==> config.mk <==
export PLATFORM = sky130hd
export DESIGN_NAME = pipe_stage_reg
export DESIGN_NICKNAME = d
export VERILOG_FILES = /design/src/rtl/pipe_stage_reg.sv
export SDC_FILE = /design/constraint.sdc
export NUM_CORES = 1
export LEC_CHECK = 0
export CORE_MARGIN = 2
export CORE_UTILIZATION = 30
export CTS_CLUSTER_SIZE = 10
export DETAILED_ROUTE_END_ITERATION = 10
export PLACE_DENSITY = 0.68
export SYNTH_ARGS = -nofsm -noshare
export SYNTH_HDL_FRONTEND = slang
export SYNTH_SLANG_ARGS = --single-unit
==> constraint.sdc <==
create_clock -name clk -period 4.93 [get_ports clk]
set_clock_uncertainty 0.1 [all_clocks]
set_input_delay 0.493 -clock clk [delete_from_list [all_inputs] [get_ports clk]]
set_output_delay 0.493 -clock clk [all_outputs]
set_load 0.005 [all_outputs]
==> src/rtl/pipe_stage_reg.sv <==
// pipe_stage_reg: valid/ready pipeline register carrying pc/data/exc, with flush and a stall counter.
// Define PIPE_SKID_EN for a two-entry skid buffer with a registered in_ready; default is one entry.
module pipe_stage_reg #(
  parameter int PC_W   = 64,
  parameter int DATA_W = 32,
  parameter int EXC_W  = 16,
  parameter int CNT_W  = 32
) (
  input  logic              clk,
  input  logic              rst,
  input  logic              flush,
  input  logic              in_valid,
  output logic              in_ready,
  input  logic [PC_W-1:0]   in_pc,
  input  logic [DATA_W-1:0] in_data,
  input  logic [EXC_W-1:0]  in_exc,
  output logic              out_valid,
  input  logic              out_ready,
  output logic [PC_W-1:0]   out_pc,
  output logic [DATA_W-1:0] out_data,
  output logic [EXC_W-1:0]  out_exc,
  output logic [CNT_W-1:0]  stall_cnt
);

  logic              in_xfer;
  logic              out_xfer;
  logic              stalled;
  logic [PC_W-1:0]   main_pc;
  logic [DATA_W-1:0] main_data;
  logic [EXC_W-1:0]  main_exc;

  assign in_xfer  = in_valid && in_ready;
  assign out_xfer = out_valid && out_ready;

  // A flushed cycle's contents are discarded, so it is not counted as back-pressure.
  assign stalled = out_valid && !out_ready && !flush;

  always_ff @(posedge clk or negedge rst) begin
    if (!rst) begin
      stall_cnt <= '0;
    end else if (stalled && (stall_cnt != {CNT_W{1'b1}})) begin
      stall_cnt <= stall_cnt + {{(CNT_W-1){1'b0}}, 1'b1};
    end
  end

  assign out_pc   = main_pc;
  assign out_data = main_data;
  assign out_exc  = main_exc;

`ifdef PIPE_SKID_EN

  typedef enum logic [1:0] {
    EMPTY = 2'd0,
    ONE   = 2'd1,
    TWO   = 2'd2
  } state_t;

  state_t            state;
  state_t            state_nxt;
  logic              in_ready_q;
  logic [PC_W-1:0]   main_pc_nxt;
  logic [DATA_W-1:0] main_data_nxt;
  logic [EXC_W-1:0]  main_exc_nxt;
  logic [PC_W-1:0]   skid_pc;
  logic [PC_W-1:0]   skid_pc_nxt;
  logic [DATA_W-1:0] skid_data;
  logic [DATA_W-1:0] skid_data_nxt;
  logic [EXC_W-1:0]  skid_exc;
  logic [EXC_W-1:0]  skid_exc_nxt;

  always_comb begin
    state_nxt     = state;
    main_pc_nxt   = main_pc;
    main_data_nxt = main_data;
    main_exc_nxt  = main_exc;
    skid_pc_nxt   = skid_pc;
    skid_data_nxt = skid_data;
    skid_exc_nxt  = skid_exc;
    if (flush) begin
      state_nxt     = EMPTY;
      main_pc_nxt   = '0;
      main_data_nxt = '0;
      main_exc_nxt  = '0;
      skid_pc_nxt   = '0;
      skid_data_nxt = '0;
      skid_exc_nxt  = '0;
    end else begin
      case (state)
        EMPTY: begin
          if (in_xfer) begin
            state_nxt     = ONE;
            main_pc_nxt   = in_pc;
            main_data_nxt = in_data;
            main_exc_nxt  = in_exc;
          end
        end
        ONE: begin
          if (in_xfer && out_xfer) begin
            main_pc_nxt   = in_pc;
            main_data_nxt = in_data;
            main_exc_nxt  = in_exc;
          end else if (in_xfer) begin
            state_nxt     = TWO;
            skid_pc_nxt   = in_pc;
            skid_data_nxt = in_data;
            skid_exc_nxt  = in_exc;
          end else if (out_xfer) begin
            state_nxt = EMPTY;
          end
        end
        TWO: begin
          // in_ready is low here, so only the drain of main can happen.
          if (out_xfer) begin
            state_nxt     = ONE;
            main_pc_nxt   = skid_pc;
            main_data_nxt = skid_data;
            main_exc_nxt  = skid_exc;
            skid_pc_nxt   = '0;
            skid_data_nxt = '0;
            skid_exc_nxt  = '0;
          end
        end
        default: state_nxt = EMPTY;
      endcase
    end
  end

  always_ff @(posedge clk or negedge rst) begin
    if (!rst) begin
      state      <= EMPTY;
      in_ready_q <= 1'b1;
      main_pc    <= '0;
      main_data  <= '0;
      main_exc   <= '0;
      skid_pc    <= '0;
      skid_data  <= '0;
      skid_exc   <= '0;
    end else begin
      state      <= state_nxt;
      in_ready_q <= (state_nxt != TWO);
      main_pc    <= main_pc_nxt;
      main_data  <= main_data_nxt;
      main_exc   <= main_exc_nxt;
      skid_pc    <= skid_pc_nxt;
      skid_data  <= skid_data_nxt;
      skid_exc   <= skid_exc_nxt;
    end
  end

  assign in_ready  = in_ready_q;
  assign out_valid = (state != EMPTY);

`else

  logic valid_q;

  // Single entry: it can be refilled in the same cycle it drains.
  always_ff @(posedge clk or negedge rst) begin
    if (!rst) begin
      valid_q   <= 1'b0;
      main_pc   <= '0;
      main_data <= '0;
      main_exc  <= '0;
    end else if (flush) begin
      valid_q   <= 1'b0;
      main_pc   <= '0;
      main_data <= '0;
      main_exc  <= '0;
    end else if (in_xfer) begin
      valid_q   <= 1'b1;
      main_pc   <= in_pc;
      main_data <= in_data;
      main_exc  <= in_exc;
    end else if (out_xfer) begin
      valid_q <= 1'b0;
    end
  end

  assign in_ready  = !valid_q || out_ready;
  assign out_valid = valid_q;

`endif

endmodule

==> run_summary.xml, run 1 <==
<?xml version="1.0" encoding="UTF-8"?>
<metrics>
  <group name="outcome">
    <metric name="status" unit="">finished clean</metric>
  </group>
  <group name="detailed_routing">
    <metric name="wl_met2" unit="um">7510</metric>
    <metric name="dr.pass1.iters" unit="">5</metric>
    <metric name="highest-signal-layer" unit="">met4</metric>
    <metric name="num_vias" unit="">4400</metric>
    <metric name="post_drt_wl_per_cell" unit="um">17.4</metric>
    <metric name="route.detailed.drc" unit="">0</metric>
    <metric name="antenna_violating_nets_post_route" unit="">0</metric>
    <metric name="drt_first_iter_violations" unit="">188</metric>
    <metric name="met3WireLength" unit="um">938</metric>
    <metric name="postRouteWirelength" unit="um">15600</metric>
    <metric name="via_per_inst" unit="">4.91</metric>
    <metric name="m1WireLength" unit="um">6900</metric>
  </group>
  <group name="synthesis">
    <metric name="synth_top_cells_by_area" unit="">dfrtp_1, a22o_1, xnor2_1, clkbuf_1, nand4_1</metric>
    <metric name="synth_sequential_area_ratio" unit="">0.662</metric>
    <metric name="post_synthesis_cells" unit="">394</metric>
    <metric name="synth.yosys.warnings" unit="">0</metric>
    <metric name="synth.cell_area" unit="um^2">5480</metric>
    <metric name="synth.ff_latch_count" unit="">145</metric>
    <metric name="synth_largest_area_cell" unit="">dfrtp_1</metric>
    <metric name="post_synth.cell_area_avg" unit="um^2">13.9</metric>
    <metric name="yosysTopAreaCellShare" unit="">0.662</metric>
    <metric name="mapped_nets" unit="">512</metric>
    <metric name="synthDistinctLibCells" unit="">29</metric>
  </group>
  <group name="timing">
    <metric name="hold_violations" unit="">0</metric>
    <metric name="worst_slew_pin_slew" unit="ns">1.08</metric>
    <metric name="timing.final.setup_violations" unit="">0</metric>
    <metric name="fmax" unit="MHz">388</metric>
    <metric name="final.min_clock_period" unit="ns">2.57</metric>
    <metric name="fin_tns_setup" unit="ns">0</metric>
    <metric name="slew_violations" unit="">0</metric>
    <metric name="max-slew-margin-rel" unit="">0.283</metric>
    <metric name="period_share" unit="">0.522</metric>
    <metric name="grt_setup_unrepaired" unit="">false</metric>
  </group>
  <group name="die">
    <metric name="die_y" unit="um">139</metric>
    <metric name="die_w" unit="um">139</metric>
    <metric name="die_area" unit="um^2">19400</metric>
    <metric name="core_area" unit="um^2">18000</metric>
    <metric name="boundaryPins" unit="">263</metric>
    <metric name="initial_utilization" unit="">0.305</metric>
    <metric name="placement_rows" unit="">49</metric>
  </group>
  <group name="pwr">
    <metric name="total_power" unit="mW">3.15</metric>
    <metric name="p_per_area" unit="nW/um^2">350</metric>
    <metric name="share_comb_of_total_power" unit="">0.127</metric>
    <metric name="power_frac_clock" unit="">0.452</metric>
    <metric name="sw_frac_of_total" unit="">0.229</metric>
    <metric name="part_of_the_total_power_dissipated_in_sequential_elements" unit="">0.421</metric>
    <metric name="p_int" unit="mW">2.42</metric>
    <metric name="cellLeakagePower" unit="nW">3.93</metric>
    <metric name="worst_ir_drop_vdd" unit="mV">0.223</metric>
    <metric name="power_switching" unit="mW">0.721</metric>
  </group>
  <group name="cells_and_area">
    <metric name="post_route_cells_drive_above_1_share" unit="">0.0660</metric>
    <metric name="area_growth_syn_to_layout" unit="%">64.1</metric>
    <metric name="finish.net_count" unit="">772</metric>
    <metric name="antenna_cells_inserted" unit="">0</metric>
  </group>
  <group name="setup_path">
    <metric name="worstReg2RegEnd" unit="">stall_cnt[1]</metric>
    <metric name="reg2regPathDepth" unit="">5</metric>
    <metric name="r2r_start" unit="">stall_cnt[0]</metric>
    <metric name="timing.critical_path.arrival" unit="ns">2.82</metric>
    <metric name="timing.critical_path.from_type" unit="">input pin</metric>
    <metric name="critical_path_class" unit="">in -&gt; reg</metric>
    <metric name="end_kind" unit="">flip-flop</metric>
    <metric name="worst-endpoint-required" unit="ns">5.17</metric>
    <metric name="worst-path-max-fanout" unit="">98</metric>
    <metric name="rrSetupSlack" unit="ns">2.53</metric>
  </group>
  <group name="run">
    <metric name="cap_violations" unit="">0</metric>
  </group>
  <group name="grt">
    <metric name="grt_first_pass_wirelength" unit="um">24900</metric>
    <metric name="antenna_found_initial" unit="">0</metric>
    <metric name="grt_usage" unit="">0.162</metric>
    <metric name="largest_net_degree_at_the_start_of_global_routing" unit="">114</metric>
    <metric name="first_global_vias" unit="">4585</metric>
    <metric name="grt.overflow.total" unit="">0</metric>
  </group>
  <group name="clock_tree">
    <metric name="cts_buffer_depth" unit="">2</metric>
    <metric name="clock_tree_root" unit="">clkbuf_16</metric>
    <metric name="post_cts_repair_setup_buffers" unit="">0</metric>
    <metric name="postCtsResizedCells" unit="">0</metric>
    <metric name="cts_hold_buf" unit="">0</metric>
    <metric name="cts_htree_levels" unit="">4</metric>
    <metric name="cts_num_sinks" unit="">145</metric>
    <metric name="worst_skew_pair.late_latency" unit="ns">0.41</metric>
    <metric name="cts.clk_slew.worst_paths" unit="ns">0.06</metric>
    <metric name="cts_made_buffers" unit="">17</metric>
    <metric name="clock_tree_from_tritoncts" unit="">built</metric>
  </group>
  <group name="worst_hold_path">
    <metric name="hp-class" unit="">in -&gt; async</metric>
  </group>
  <group name="placement">
    <metric name="place_hpwl" unit="um">11000</metric>
    <metric name="gp_congestion" unit="">0.786</metric>
    <metric name="port-buffer-count" unit="">262</metric>
  </group>
</metrics>
## stage by stage
stage	utilization	hold WS (ns)	instance area, um^2	worst slack (ns)	std cells
6_report	0.501	0.114	8990	2.36	896
5_1_grt	0.501	0.202	8990	2.21	896
4_1_cts	0.501	0.159	8990	2.36	896
3_5_place_dp	0.464	0.392	8340	1.92	864
3_3_place_gp	0.464	0.384	8340	1.99	864
2_1_floorplan	-	0.0974	5480	3.01	394
## flip-flops by register name, summed over array words and instances (netlist names)
| register | count |
|---|---|
| out_pc | 64 |
| out_data | 32 |
| stall_cnt | 32 |
| out_exc | 16 |
| out_valid | 1 |
## final cells by class
| type | count | area, um^2 |
|---|---|---|
| fillers | 1526 | 8970 |
| well taps | 229 | 287 |
| clock buffers | 17 | 425 |
| multi-input cells | 224 | 1770 |
| repair buffers | 266 | 2650 |
| clock inverters | 15 | 230 |
| flip-flops and latches | 145 | 3630 |
## power by group through the flow
| stage | clock, mW | sequential [mW] | combinational, mW |
|---|---|---|---|
| 3_5_place_dp | 0 | 1.34 | 0.407 |
| 3_3_place_gp | 0 | 1.34 | 0.400 |
| 4_1_cts | 1.45 | 1.32 | 0.408 |
| 6_report | 1.42 | 1.32 | 0.401 |
| 5_1_grt | 1.52 | 1.33 | 0.433 |
| 2_1_floorplan | 0 | 1.34 | 0.101 |
## logic make-up after synthesis
kind of cell             Yosys count  synth area share
XOR/XNOR                          28            0.0448
AND/OR/NAND/NOR                   72            0.0754
AO/OA/AOI/OAI                    122             0.195
multiplexers                       1           0.00206
flip-flops                       145             0.662
adder cells (fa/ha/maj)            1           0.00228
buffers and inverters             25            0.0185
## layout by cell type (no fill, tap or decap), drive strengths merged
cell           Yosys  routed
nand3             11      11
or2                2       2
nor2              13      13
xor2               7       7
a31oi              3       3
a2111oi            1       1
nand2             14      14
buf                1       5
clkinvlp           0       2
inv                0       4
nand2b             1       1
bufinv             0       5
dfrtp            145     145
clkbuf            24      17
ha                 1       1
xnor2             21      21
clkinv             0       4
o21ai              1       1
or3b               1       1
nor2b              1       1
nor3               2       2
nor4               2       2
and2               1       1
nand4             13      13
a22o             112     112
nand4b             3       3
mux2               1       1
clkdlybuf4s50      0     261
o21a               1       1
a21oi              4       4
and3               8       8
## worst max path at each step
stage                       from           end  cells after the start  slack (ns)
detailed placement     out_ready    out_pc[31]                      5        1.92
global placement       out_ready    out_pc[24]                      5        1.99
CTS                    out_ready    out_pc[31]                      5        2.36
finish                 out_ready    out_pc[31]                      5        2.36
floorplan           stall_cnt[0]  stall_cnt[6]                      7        3.01
global route           out_ready    out_pc[31]                      5        2.21
## layer usage
| layer | vias to the layer above | global-route usage |
|---|---|---|
| li1 | 2009 | - |
| met1 | 2199 | 0.210 |
| met2 | 175 | 0.258 |
| met3 | 17 | 0.0532 |
| met4 | 0 | 0.0542 |
| met5 | - | 0 |
## critical path, stage by stage
cell	delay [ns]
clkdlybuf4s50_1	0.41
nand2b_1	0.23
a21oi_4	0.44
buf_4	0.81
a22o_1	0.28
## synthesized netlist by cell type
library cell	instances
dfrtp_1	145
a22o_1	112
clkbuf_1	24
xnor2_1	21
nand2_1	14
nor2_1	13
nand4_1	12
nand3_1	11
and3_1	8
xor2_1	7
a21oi_1	4
nand4b_1	3
a31oi_1	2
nor3_1	2
or2_1	2
a2111oi_4	1
a31oi_2	1
and2_1	1
buf_6	1
ha_1	1
mux2_1	1
nand2b_1	1
nand4_4	1
nor2b_1	1
nor4_2	1
nor4_4	1
o21a_1	1
o21ai_0	1
or3b_1	1
Note: power is estimated with default switching activity, not from simulation.
==> run 2: changes to the inputs <==
- clock period: 4.93 -> 2.6 ns (I/O delays scaled with it)
==> run 2 against run 1 <==
Non-clock buffer count up 11. Final cell count up 1.1%. Design area up 1.3%. Sequential cell count unchanged. Count of clock-buffer cells in the layout unchanged. Routed wire length up 0.38%. Core utilization up 0.67 points. Total power up 91%. Worst setup slack worse by 2.0 ns. Via count up 1.2%. Global-route usage up 0.32 points. Register-to-register slack worse by 2.2 ns. Critical path type is now reg -> reg. Critical endpoint is now stall_cnt[1].
==> run_summary.xml, run 2 (synthesis results as in run 1) <==
<?xml version="1.0" encoding="UTF-8"?>
<metrics>
  <group name="outcome">
    <metric name="status" unit="">finished clean</metric>
  </group>
  <group name="cells_and_area">
    <metric name="multiInputGateArea" unit="um^2">1770</metric>
    <metric name="area_growth_syn_to_layout" unit="%">66.3</metric>
    <metric name="post_route_cells_drive_above_1_share" unit="">0.0783</metric>
    <metric name="antenna_cells_inserted" unit="">0</metric>
    <metric name="sequential_cell_area" unit="um^2">3630</metric>
    <metric name="commonest_cells_after_routing_fill_and_taps_aside" unit="">clkdlybuf4s50_1, dfrtp_1, a22o_1</metric>
    <metric name="fin_util" unit="">0.507</metric>
    <metric name="largest_register_ffs" unit="">64</metric>
    <metric name="final_common_cell" unit="">clkdlybuf4s50_1</metric>
    <metric name="finish.net_count" unit="">783</metric>
    <metric name="nFillCells" unit="">1545</metric>
  </group>
  <group name="grt">
    <metric name="antenna_found_initial" unit="">0</metric>
    <metric name="grt.overflow.total" unit="">0</metric>
    <metric name="grt_first_pass_wirelength" unit="um">25600</metric>
    <metric name="first_global_vias" unit="">4743</metric>
    <metric name="largest_net_degree_at_the_start_of_global_routing" unit="">75</metric>
    <metric name="grt_usage" unit="">0.166</metric>
  </group>
  <group name="timing">
    <metric name="hold_violations" unit="">0</metric>
    <metric name="worst_slew_pin_slew" unit="ns">0.591</metric>
    <metric name="slew_violations" unit="">0</metric>
    <metric name="timing.final.setup_violations" unit="">0</metric>
    <metric name="grt_setup_unrepaired" unit="">false</metric>
    <metric name="max-slew-margin-rel" unit="">0.606</metric>
    <metric name="final.min_clock_period" unit="ns">2.28</metric>
    <metric name="fin_tns_setup" unit="ns">0</metric>
    <metric name="fmax" unit="MHz">438</metric>
    <metric name="final.hold.worst_slack" unit="ns">0.222</metric>
    <metric name="period_share" unit="">0.879</metric>
  </group>
  <group name="clock_tree">
    <metric name="cts.clk_slew.worst_paths" unit="ns">0.07</metric>
    <metric name="post_cts_repair_setup_buffers" unit="">0</metric>
    <metric name="clock_tree_from_tritoncts" unit="">built</metric>
    <metric name="cts_num_sinks" unit="">145</metric>
    <metric name="worst_skew_pair.late_latency" unit="ns">0.41</metric>
    <metric name="clock_tree_root" unit="">clkbuf_16</metric>
    <metric name="cts_made_buffers" unit="">17</metric>
    <metric name="cts_buffer_depth" unit="">2</metric>
    <metric name="cts_htree_levels" unit="">4</metric>
  </group>
  <group name="die">
    <metric name="boundaryPins" unit="">263</metric>
    <metric name="die_y" unit="um">139</metric>
    <metric name="initial_utilization" unit="">0.305</metric>
    <metric name="core_area" unit="um^2">18000</metric>
    <metric name="placement_rows" unit="">49</metric>
    <metric name="die_w" unit="um">139</metric>
    <metric name="die_area" unit="um^2">19400</metric>
  </group>
  <group name="setup_path">
    <metric name="worst-path-max-fanout" unit="">13</metric>
    <metric name="r2r_start" unit="">stall_cnt[0]</metric>
    <metric name="critical_path_class" unit="">reg -&gt; reg</metric>
    <metric name="rrSetupSlack" unit="ns">0.32</metric>
    <metric name="end_kind" unit="">flip-flop</metric>
    <metric name="worst-endpoint-required" unit="ns">2.80</metric>
    <metric name="critical_path_source" unit="">stall_cnt[0]</metric>
    <metric name="timing.critical_path.from_type" unit="">flip-flop</metric>
    <metric name="timing.critical_path.arrival" unit="ns">2.48</metric>
  </group>
  <group name="detailed_routing">
    <metric name="antenna_violating_nets_post_route" unit="">0</metric>
    <metric name="postRouteWirelength" unit="um">15700</metric>
    <metric name="m1WireLength" unit="um">6830</metric>
    <metric name="highest-signal-layer" unit="">met4</metric>
    <metric name="num_vias" unit="">4454</metric>
    <metric name="route.detailed.drc" unit="">0</metric>
    <metric name="post_drt_wl_per_cell" unit="um">17.3</metric>
    <metric name="dr.pass1.iters" unit="">5</metric>
    <metric name="wl_met2" unit="um">7390</metric>
    <metric name="via_per_inst" unit="">4.92</metric>
    <metric name="drt_first_iter_violations" unit="">197</metric>
    <metric name="met3WireLength" unit="um">1180</metric>
  </group>
  <group name="placement">
    <metric name="gp_congestion" unit="">0.802</metric>
    <metric name="place_hpwl" unit="um">11200</metric>
    <metric name="port-buffer-count" unit="">262</metric>
  </group>
  <group name="pwr">
    <metric name="sw_frac_of_total" unit="">0.230</metric>
    <metric name="p_int" unit="mW">4.62</metric>
    <metric name="worst_ir_drop_vdd" unit="mV">0.363</metric>
    <metric name="power_frac_clock" unit="">0.451</metric>
    <metric name="cellLeakagePower" unit="nW">3.99</metric>
    <metric name="part_of_the_total_power_dissipated_in_sequential_elements" unit="">0.419</metric>
    <metric name="p_per_area" unit="nW/um^2">659</metric>
    <metric name="share_comb_of_total_power" unit="">0.130</metric>
    <metric name="power_switching" unit="mW">1.38</metric>
  </group>
  <group name="worst_hold_path">
    <metric name="hp-class" unit="">in -&gt; async</metric>
  </group>
  <group name="run">
    <metric name="cap_violations" unit="">0</metric>
  </group>
</metrics>
run 2: cell types whose count changed in the layout (fill, tap and decap cells not counted), sizes merged:
cell         previous run  this run
dlygate4sd3             0         1
buf                     5        15
inv                     4         5
clkinv                  4         1
clkinvlp                2         3
run 2: per-stage QoR:
step           power [mW]  cell area [um^2]  worst slack, ns  instances
5_1_grt              6.28              9110            0.147        906
3_5_place_dp         3.34              8450            0.347        874
3_3_place_gp         3.32              8450            0.488        874
4_1_cts              6.10              9110            0.334        906
2_1_floorplan        2.73              5480            0.677        394
6_report             6.00              9110            0.315        906
run 2: power groups by stage:
stage / Sequential [mW] / Clock (mW) / Combinational, mW
4_1_cts: 2.51 / 2.79 / 0.797
6_report: 2.51 / 2.71 / 0.783
3_3_place_gp: 2.54 / 0 / 0.780
5_1_grt: 2.53 / 2.91 / 0.842
2_1_floorplan: 2.54 / 0 / 0.192
3_5_place_dp: 2.55 / 0 / 0.794
run 2: layer usage:
metal	GRT usage	up-vias
li1	-	2027
met1	0.217	2219
met2	0.257	189
met3	0.0563	19
met4	0.0585	0
met5	0	-
run 2: layout make-up:
class	instances	area share
well taps	229	0.0314
flip-flops and latches	145	0.398
clock buffers	17	0.0467
repair buffers	277	0.305
clock inverters	14	0.0250
multi-input cells	224	0.194
run 2: critical path: stages, from the launching register on:
cell and delay, ns:
dfrtp_1 0.47, ha_1 0.24, nand4_1 0.16, nor4_2 0.53, a31oi_2 0.16, buf_4 0.21
mux2_1 0.31
run 2: worst paths after layout:
kind	end	cells past startpoint
setup / recovery	stall_cnt[1]	6
hold / removal	out_pc[52]	2
setup reg to reg	stall_cnt[1]	6
hold reg to reg	stall_cnt[23]	1
max in group asynchronous	stall_cnt[18]	3
min in group clk	out_pc[13]	2
run 2: timing repair:
action	4_1_cts	5_1_grt
hold endpoints to repair	37	0
resized for setup	0	0
hold buffers	1	0
==> RTL change: new RTL, settings of run 2 <==
`EXC_W`: 16 -> 32.
--- a/src/rtl/pipe_stage_reg.sv
+++ b/src/rtl/pipe_stage_reg.sv
@@ -5,3 +5,3 @@
   parameter int DATA_W = 32,
-  parameter int EXC_W  = 16,
+  parameter int EXC_W  = 32,
   parameter int CNT_W  = 32
Ports: changed (resized in_exc and out_exc); port bits go from 263 to 295. No check against the original RTL was run, so the function may have changed too.
==> RTL change against run 2 <==
- total power up 5.8%
- final cell count increased by 10%
- routed wire length grew 13%
- synthesized area rose by 11%
- worst setup slack improved by 0.15 ns
- design area rose by 9.6%
- sequential cell count is 16 higher
- highest routed layer unchanged
==> RTL change: results (changes against run 2) <==
[synthesis]
synthDistinctLibCells = 32  ; +10%
yosys-top-cells-count = 161 x dfrtp_1, 128 x a22o_1, 25 x clkbuf_1, 23 x xnor2_1, 16 x nand2_1
ys.flop_type = dfrtp_1
yosysSeqAreaShare_pct = 66.5  ; +0.30 points
syn-num-nets = 566  ; +11%
syn_area_per_cell_um2 = 14.0  ; +0.81%
synth_top_cells_by_area = dfrtp_1 67%, a22o_1 19%, xnor2_1 3.3%

[grt]
grt_pass1_vias = 5041  ; +6.3%
grt_max_degree = 129  ; +72%
antenna_found_initial = 0  ; unchanged
grt_usage_pct = 16.6  ; about the same
grt_first_pass_wirelength_mm = 28.0  ; +9.2%

[place]
port_buffers = 294  ; +12%
gp_congestion = 0.819  ; +2.1%
dp.cells = 970  ; +11%
post_dp_cell_area_mm2 = 0.00934  ; +11%
dp_slack_ns = 0.413  ; +0.0662 ns
place_hpwl_mm = 12.4  ; +11%

[final_layout]
ff_latch_area_mm2 = 0.00403  ; +11%
fillers = 1731  ; +12%
drive_above_1_share_pct = 6.66  ; -1.2 points
nets = 859  ; +9.7%

[timing]
slew_headroom_pct = 55.3  ; -5.3 points

[route]
drtIter0Drc = 200  ; +1.5%
routed_wl_mm = 17.7  ; +13%
vias = 4832  ; +8.5%
postRouteAntennaNets = 0  ; unchanged
wl_per_cell_um = 17.7  ; +2.3%
drtPass1Iterations = 4  ; -1

[pwr]
internal-power_mw = 4.92  ; +6.5%
peakVddDrop_uv = 369  ; +1.7%
seqPwrFrac_pct = 43.8  ; +1.9 points
p_leak_nw = 4.34  ; +8.7%
comb_power_mw = 0.868  ; +11%
total_power_mw = 6.35  ; +5.8%

[setup_path]
slowest_stage = a2111oi_4
critical_path_arrival_ns = 2.32  ; -0.16 ns
crit_fanout = 8  ; -5
crit_family = compound AO/OA/AOI/OAI gates
cpPeakStageDelay_ns = 0.58  ; +0.05 ns

[clocking]
numCtsBuffers = 17  ; unchanged
cts-root-buf = clkbuf_16
clock_latency_ns = 0.42
htreeDepth = 4  ; unchanged

[outcome]
status = complete, no violations

[hold_path]
hold_path_class = primary input to asynchronous set/reset pin

RTL change: cell type report:
cell class | instances | share of cell area, %
timing repair buffer | 303 | 30.7
clock inverter | 12 | 2.05
inverter | 1 | 0.0376
sequential | 161 | 40.3
tap | 265 | 3.32
clock buffer | 18 | 4.30
multi-input combinational | 241 | 19.3
RTL change: path summary, 6_finish.rpt:
path | depth (start not counted) | from | slack [ns] | end
setup / recovery | 6 | stall_cnt[0] | 0.47 | stall_cnt[31]
hold / removal | 2 | rst | 0.24 | stall_cnt[22]
setup reg to reg | 6 | stall_cnt[0] | 0.47 | stall_cnt[31]
hold reg to reg | 1 | out_data[29] | 0.40 | out_data[29]
max in group asynchronous | 3 | rst | 1.47 | out_data[4]
min in group clk | 2 | in_pc[23] | 0.34 | out_pc[23]
RTL change: timing repair:
| item | 4_1_cts | 5_1_grt |
|---|---|---|
| buffers inserted | 0 | 0 |
| hold buffers | 1 | 0 |
| hold endpoints to repair | 42 | 0 |
| endpoints found under the setup margin | 0 | 0 |
RTL change: cells by family (layout without fill, tap and decap cells):
family / Yosys count / count (layout) / share of synthesized area (%)
XOR/XNOR: 29 / 29 / 4.20
multiplexers: 1 / 1 / 0.186
buffers and inverters: 30 / 334 / 1.98
AO/OA/AOI/OAI: 137 / 137 / 19.9
adder cells (fa/ha/maj): 1 / 1 / 0.207
flip-flops: 161 / 161 / 66.5
AND/OR/NAND/NOR: 73 / 73 / 6.94
RTL change: routing by layer:
metal | GRT usage (%) | wire length (um)
met2 | 27.4 | 8890
met4 | 7.38 | 473
met3 | 4.91 | 1120
met1 | 20.1 | 7200
met5 | 0 | 0
